$ cat src/rtl/multi_cycle_adder_if.sv
// Start/busy/done handshake and result bundle for the digit-serial adder/subtractor.
interface multi_cycle_adder_if #(
   parameter int WIDTH = 32
);
   logic             start;
   logic             sub;
   logic [WIDTH-1:0] a;
   logic [WIDTH-1:0] b;
   logic             busy;
   logic             done;
   logic [WIDTH-1:0] result;
   logic             carry_out;
   logic             overflow;
   logic             zero;

   modport master (
      output start, sub, a, b,
      input  busy, done, result, carry_out, overflow, zero
   );

   modport slave (
      input  start, sub, a, b,
      output busy, done, result, carry_out, overflow, zero
   );
endinterface

$ cat src/rtl/multi_cycle_adder.sv
// Digit-serial adder/subtractor: resolves DIGIT bits per clock through a ripple
// chain of full-adder cells, carrying between digits in a register.
module multi_cycle_adder #(
   parameter int WIDTH = 32,
   parameter int DIGIT = 4
) (
   input logic                clk,
   input logic                reset_n,
   multi_cycle_adder_if.slave bus
);
   localparam int STEPS = WIDTH / DIGIT;
   localparam int CNT_W = $clog2(STEPS + 1);

   localparam logic [1:0] IDLE = 2'd0;
   localparam logic [1:0] RUN  = 2'd1;
   localparam logic [1:0] DONE = 2'd2;

   logic [1:0]       state;
   logic [WIDTH-1:0] op_a;
   logic [WIDTH-1:0] op_b;
   logic [WIDTH-1:0] res_sr;
   logic             carry_reg;
   logic [CNT_W-1:0] step;

   logic [WIDTH-1:0] result_q;
   logic             carry_q;
   logic             overflow_q;
   logic             zero_q;

   logic [31:0]      base;
   logic [DIGIT-1:0] dig_a;
   logic [DIGIT-1:0] dig_b;
   logic [DIGIT-1:0] dig_sum;
   logic [DIGIT:0]   chain;
   logic [WIDTH-1:0] next_res;
   logic             last_step;
   logic             accept;

   // One digit of the ripple chain; chain[0] is the carry left by the previous digit.
   always_comb begin
      base     = 32'(step) * 32'(DIGIT);
      dig_a    = op_a[base +: DIGIT];
      dig_b    = op_b[base +: DIGIT];
      chain    = '0;
      chain[0] = carry_reg;
      dig_sum  = '0;
      for (int i = 0; i < DIGIT; i++) begin
         dig_sum[i]   = dig_a[i] ^ dig_b[i] ^ chain[i];
         chain[i + 1] = (dig_a[i] & dig_b[i]) | (chain[i] & (dig_a[i] ^ dig_b[i]));
      end
      next_res              = res_sr;
      next_res[base +: DIGIT] = dig_sum;
      last_step = (step == CNT_W'(STEPS - 1));
      accept    = bus.start && (state != RUN);
   end

   always_ff @(posedge clk or negedge reset_n) begin
      if (!reset_n) begin
         state      <= IDLE;
         op_a       <= '0;
         op_b       <= '0;
         res_sr     <= '0;
         carry_reg  <= 1'b0;
         step       <= '0;
         result_q   <= '0;
         carry_q    <= 1'b0;
         overflow_q <= 1'b0;
         zero_q     <= 1'b0;
      end else begin
         case (state)
            IDLE, DONE: begin
               // Subtraction is A + ~B + 1, the +1 entering as the first carry-in.
               if (accept) begin
                  op_a      <= bus.a;
                  op_b      <= bus.sub ? ~bus.b : bus.b;
                  carry_reg <= bus.sub;
                  step      <= '0;
                  res_sr    <= '0;
                  state     <= RUN;
               end else begin
                  state <= IDLE;
               end
            end
            RUN: begin
               res_sr    <= next_res;
               carry_reg <= chain[DIGIT];
               step      <= step + CNT_W'(1);
               if (last_step) begin
                  state      <= DONE;
                  result_q   <= next_res;
                  carry_q    <= chain[DIGIT];
                  overflow_q <= chain[DIGIT] ^ chain[DIGIT-1];
                  zero_q     <= (next_res == '0);
               end
            end
            default: state <= IDLE;
         endcase
      end
   end

   assign bus.busy      = (state == RUN);
   assign bus.done      = (state == DONE);
   assign bus.result    = result_q;
   assign bus.carry_out = carry_q;
   assign bus.overflow  = overflow_q;
   assign bus.zero      = zero_q;
endmodule

$ cat src/flat_wrapper.sv
// flat-port wrapper written by rule: the top's interface ports become plain ports
module multi_cycle_adder_flat 
#(
   parameter int WIDTH = 32,
   parameter int DIGIT = 4
)
  (clk, reset_n, bus_start, bus_sub, bus_a, bus_b, bus_busy, bus_done, bus_result, bus_carry_out, bus_overflow, bus_zero);
  multi_cycle_adder_if #(.WIDTH(WIDTH)) bus_i ();
  input logic clk;
  input logic reset_n;
  input wire logic [$bits(bus_i.start)-1:0] bus_start;
  input wire logic [$bits(bus_i.sub)-1:0] bus_sub;
  input wire logic [$bits(bus_i.a)-1:0] bus_a;
  input wire logic [$bits(bus_i.b)-1:0] bus_b;
  output wire logic [$bits(bus_i.busy)-1:0] bus_busy;
  output wire logic [$bits(bus_i.done)-1:0] bus_done;
  output wire logic [$bits(bus_i.result)-1:0] bus_result;
  output wire logic [$bits(bus_i.carry_out)-1:0] bus_carry_out;
  output wire logic [$bits(bus_i.overflow)-1:0] bus_overflow;
  output wire logic [$bits(bus_i.zero)-1:0] bus_zero;
  assign bus_i.start = bus_start;
  assign bus_i.sub = bus_sub;
  assign bus_i.a = bus_a;
  assign bus_i.b = bus_b;
  assign bus_busy = bus_i.busy;
  assign bus_done = bus_i.done;
  assign bus_result = bus_i.result;
  assign bus_carry_out = bus_i.carry_out;
  assign bus_overflow = bus_i.overflow;
  assign bus_zero = bus_i.zero;
  multi_cycle_adder #(.WIDTH(WIDTH), .DIGIT(DIGIT)) u_core (.clk(clk), .reset_n(reset_n), .bus(bus_i));
endmodule
$ cat config.mk
export PLATFORM = sky130hd
export DESIGN_NAME = multi_cycle_adder_flat
export DESIGN_NICKNAME = d
export VERILOG_FILES = /design/src/rtl/multi_cycle_adder_if.sv /design/src/rtl/multi_cycle_adder.sv /design/src/flat_wrapper.sv
export SDC_FILE = /design/constraint.sdc
export NUM_CORES = 1
export LEC_CHECK = 0
export ABC_CLOCK_PERIOD_IN_PS = 5800
export BUFFER_PORTS_ARGS = -buffer_cell sky130_fd_sc_hd__buf_2
export CORE_ASPECT_RATIO = 1.4
export CORE_MARGIN = 5
export CORE_UTILIZATION = 45
export CTS_CLUSTER_SIZE = 28
export DETAILED_ROUTE_END_ITERATION = 10
export HOLD_SLACK_MARGIN = 0.06
export PLACE_DENSITY = 0.77
export SYNTH_ARGS = -nofsm -noshare
export SYNTH_HDL_FRONTEND = slang
export SYNTH_SLANG_ARGS = --single-unit
$ cat constraint.sdc
create_clock -name clk -period 5.8 [get_ports clk]
set_input_delay 0.29 -clock clk [delete_from_list [all_inputs] [get_ports clk]]
set_output_delay 0.29 -clock clk [all_outputs]
set_load 0.1 [all_outputs]
[After elaboration in Yosys (flattened, before gate mapping)]
Index checks and enable logic that the tools add are counted.
Widths: inputs -> output; s select.
Word-level totals
  logic and storage cells: 63
  output and inout bits: 37
  input port bits: 68
  register bits after elaboration: 138
Cells by class
  add/subtract/negate cells: 2
  muxes and demuxes: 11
  equality and inequality tests: 6
  bitwise operators: 22
  shift operators: 4
  reduce and logical (&&, ||, !) cells: 8
Operators with widths (number)
  $mux 32: 2
  $pmux 32 s2: 1
  $shiftx 32x7->4: 2
  $neg 6->34: 1
  $shift 4x34->32 const A: 1
  $shiftx 4x34->32: 1
  $bwmux 32: 1
  $logic_not 32->1: 1
  $not 32->32: 1
  $xor 1x1->1: 9
  $and 1x1->1: 8
  $pmux 4 s2: 1
  $ne 2x1->1 const B: 3
  $reduce_and 2->1: 3
  $add 4x1->4 const B: 1
  $eq 4x3->1 const B: 1
  $mux 4: 1
  $or 1x1->1: 4
  $pmux 2 s2: 1
  $eq 2x1->1 const B: 1
  $eq 2x2->1 const B: 1
  $logic_not 2->1: 1
  $mux 1: 2
  $mux 2: 1
  other kinds (4): 4

[Logic depth before layout (Yosys ltp)]
  depth after elaboration: 12
  gate-level depth with buffers: 17
  gate-level depth less buffers: 14

[Worst setup path before layout]
Ideal clock, no wire load.
  path type: reg-to-reg
  start: reg u_core.step[0]
  end: reg u_core.zero_q, in the netlist u_core.bus.zero
  period minus slack after synthesis: 4221 ps
  library setup time: 104 ps
  data required time: 5696 ps
  cell stages (with the launch flop): 18
  buffers on the path: 3
  arrival: 4118 ps
  path slack: 1579 ps
  path through: dfrtp_1 buf_2 buf_1 mux4_2 mux2i_1 nor2_1 fa_1 inv_1 fa_1 fa_1 inv_1 fa_1 clkbuf_1 nor3_1 a2111oi_0 nor4_1 nand4_1 o41ai_2
Between the ends
  word-level cells in the longest chain between the ends: 12
  elaborated cells on any way between the ends: 26
  classes of those cells: 1 x add/sub; 1 x eq/ne; 4 x shift; 1 x mux; 17 x bitwise; 2 x reduce/logical
Ends and longest elaborated chain
  start, declared: line multi_cycle_adder.sv:23  | logic [CNT_W-1:0] step;
  start signal, assigned: line multi_cycle_adder.sv:87  | step <= step + CNT_W'(1);
  $shiftx 32x7->4, on equally long branches: line multi_cycle_adder.sv:42, multi_cycle_adder.sv:43
  $xor 1x1->1: line multi_cycle_adder.sv:48, multi_cycle_adder.sv:49
  $and 1x1->1: line multi_cycle_adder.sv:49  | chain[i + 1] = (dig_a[i] & dig_b[i]) | (chain[i] & (dig_a[i] ^ dig_b[i]));
  $or 1x1->1: line multi_cycle_adder.sv:49
  $and 1x1->1: line multi_cycle_adder.sv:49
  $or 1x1->1: line multi_cycle_adder.sv:49
  $and 1x1->1: line multi_cycle_adder.sv:49
  $or 1x1->1: line multi_cycle_adder.sv:49
  $xor 1x1->1: line multi_cycle_adder.sv:48  | dig_sum[i] = dig_a[i] ^ dig_b[i] ^ chain[i];
  $shiftx 4x34->32: line multi_cycle_adder.sv:52  | next_res[base +: DIGIT] = dig_sum;
  $bwmux 32: line multi_cycle_adder.sv:52
  $logic_not 32->1: line multi_cycle_adder.sv:93  | zero_q <= (next_res == '0);
  end signal, assigned: line multi_cycle_adder.sv:93
  end, declared: line multi_cycle_adder.sv:28  | logic zero_q;
Parallel ways exist; a longest one is shown, timed or not.
A chain may end at the register's enable or synchronous reset.

[Worst setup path after layout]
  start: reg u_core.step[1]
  end: reg u_core.zero_q, in the netlist u_core.bus.zero
The elaborated chain is that of the path after synthesis.

==> results.sh <==
export IMPL_status="finished, final reports clean"
export IMPL_first_pass_iters=5
export IMPL_max_cap_violations=0
export IMPL_cts_root_buffer="clkbuf_16"
export IMPL_rsz0062_at_grt="no"
export IMPL_yosys_register_bits=138
export IMPL_synth_area_leaders="dfrtp_1 51%, nand2_1 9.8%, mux4_2 5.3%"
export IMPL_grt_pass1_vias=5382
export IMPL_antenna_cells=0
export IMPL_synth_adder_area_share_pct=2.09
export IMPL_top_level_ports=105
export IMPL_cts_tree="done"
export IMPL_synthMuxAreaShare_pct=9.41
export IMPL_grt_start_max_net_pins=100
export IMPL_placed_cell_area_um2=7450
export IMPL_drtIter0Drc=342
export IMPL_tns_ps=0
export IMPL_finalHoldViolCount=0
export IMPL_worstSetupStartpointType="flop"
export IMPL_grt_first_pass_wirelength_um=27200
export IMPL_synth_top_area_share_pct=50.6
export IMPL_syn_num_nets=774
export IMPL_overflow=0
export IMPL_end_kind="flop"
export IMPL_vias_per_cell=5.47
export IMPL_insertion_delay_ps=430
export IMPL_ys_types=49
export IMPL_finalWirelength_um=16900
export IMPL_clockBufferDepth=2
export IMPL_finalCriticalPeriod_ps=4610
export IMPL_netlist_instances=697
export IMPL_crit_arrival_ps=4920
export IMPL_finalClockSkew_ps=8.84
export IMPL_routabilityCongestion=0.870
export IMPL_ys_async_sr_fraction_pct=100
export IMPL_most_common_layout_cells="179 x nand2_1, 138 x dfrtp_1, 103 x buf_2"
export IMPL_initial_core_util_pct=45.5
export IMPL_netlist_area_um2=6820
export IMPL_worstMarginPinSlew_ps=1060
export IMPL_die_h_um=156
export IMPL_synth_compound_area_share_pct=12.3
export IMPL_clock_fmax_mhz=217
export IMPL_design_area_um2=8100
export IMPL_final_layout_size_suffix_gt1_share_pct=21.5
export IMPL_hp_class="primary input to flop"
export IMPL_synth_simple_gate_area_share_pct=17.3
export IMPL_fp_row_count=53
export IMPL_core_area_um2=15000
export IMPL_final_common_cell="nand2_1"
export IMPL_clkSlewWorstSetupHoldPaths_ps=60
export IMPL_die_width_um=114
export IMPL_synthFlopType="dfrtp_1"
export IMPL_setup_violations=0
export IMPL_drc=0
export IMPL_wire_per_inst_um=17.1
export IMPL_r2r_setup_slack_ps=1190
export IMPL_synth_top_family_by_area="simple AND/OR/NAND/NOR gates"
export IMPL_postCtsSetupBuffers=0
export IMPL_die_area_um2=17800
export IMPL_finalMaxSlewViolations=0
export IMPL_synth_edf_count=0
export IMPL_min_period_over_period_pct=79.5
export IMPL_postSynthAreaPerCell_um2=9.79
export IMPL_cts_htree_levels=4
export IMPL_crit_fanout=22
export IMPL_cp_required_ps=6120
export IMPL_cts_inserted_buffers=17
export IMPL_clock_sinks=138
export IMPL_yosysWarnings=0
export IMPL_synthXorXnorAreaFrac_pct=4.62
export IMPL_vias=5434
export IMPL_critPathKind="flop to flop"
export IMPL_ant_nets=0
export IMPL_grt_usage_pct=19.6
export IMPL_max_slew_margin_rel_pct=29.3
export IMPL_fin_nets=865
export IMPL_yosysSeqAreaShare_pct=50.6
export IMPL_antenna_found_initial=0
export IMPL_hold_slack_ps=61.7
export IMPL_area_delta_synth_final_pct=18.7
export IMPL_io_buffers=104
export IMPL_place_hpwl_um=11900
export IMPL_yosysTopAreaCell="dfrtp_1"
-- through the flow --
| step | worst slack, ps | utilization (%) | instances |
|---|---|---|---|
| 4_1_cts | 1240 | 54.0 | 993 |
| 5_1_grt | 845 | 54.0 | 993 |
| 6_report | 1190 | 54.0 | 993 |
| 3_3_place_gp | 1390 | 49.7 | 952 |
| 2_1_floorplan | 1580 | - | 697 |
| 3_5_place_dp | 1260 | 49.7 | 952 |
-- repair_timing --
item | CTS | global route
hold buffers | 9 | 0
resized for setup | 0 | 0
hold endpoints to repair | 61 | 0
-- worst paths after layout --
| kind | from | to | depth (start not counted) |
|---|---|---|---|
| max | u_core.step[1] | u_core.bus.zero | 14 |
| min | bus_a[18] | u_core.op_a[18] | 3 |
| max reg2reg | u_core.step[1] | u_core.bus.zero | 14 |
| min reg2reg | u_core.bus.result[19] | u_core.bus.result[19] | 2 |
| max in group asynchronous | reset_n | u_core.op_b[2] | 3 |
| min in group asynchronous | reset_n | u_core.bus.result[0] | 2 |
-- critical path, cell delays in order (launching register included) --
cell and delay [ps]:
dfrtp_1 910, mux4_2 360, mux2i_1 70, nor2_1 170, fa_1 190, inv_1 50
fa_1 390, fa_1 410, inv_1 90, fa_1 590, nor3_1 380, a2111oi_0 130
nor4_1 390, nand4_1 150, o41ai_2 220
-- cells in the mapped netlist, drive strengths merged, types with 5 or more instances --
| cell type | count |
|---|---|
| nand2 | 179 |
| dfrtp | 138 |
| o21ai | 70 |
| nor2 | 53 |
| clkbuf | 37 |
| xnor2 | 33 |
| mux2i | 21 |
| a22o | 17 |
| mux4 | 16 |
| a21oi | 14 |
| buf | 13 |
| a32o | 12 |
| nor3 | 11 |
| inv | 10 |
| a221oi | 6 |
| mux2 | 6 |
| nand3 | 6 |
| and3 | 5 |
| ha | 5 |
| nand4 | 5 |
| nor4 | 5 |
-- layer usage --
| layer | up-vias | wire [µm] | track usage, % |
|---|---|---|---|
| li1 | 2574 | - | - |
| met1 | 2614 | 6520 | 23.5 |
| met2 | 214 | 9080 | 34.6 |
| met3 | 32 | 959 | 3.53 |
| met4 | 0 | 390 | 7.75 |
| met5 | - | 0 | 0 |
-- cell families (layout without fill, tap and decap cells) --
kind of cell / count (synthesis) / in the layout
simple gates: 280 / 280
mux: 43 / 43
xor+xnor: 36 / 36
buf+inv: 60 / 164
flops: 138 / 138
compound gates: 131 / 131
fa+ha+maj: 9 / 9
-- cell type report --
cell class / instances / area [µm²]
timing repair buffer: 122 / 684
clock buffer: 20 / 457
fill: 1375 / 6890
tap: 192 / 240
clock inverter: 12 / 100
sequential: 138 / 3450
inverter: 10 / 37.5
multi-input combinational: 499 / 3130
Power is left out: the tool's default activity adds up to more than one toggle a clock period on the data nets, which glitch-free logic cannot reach.
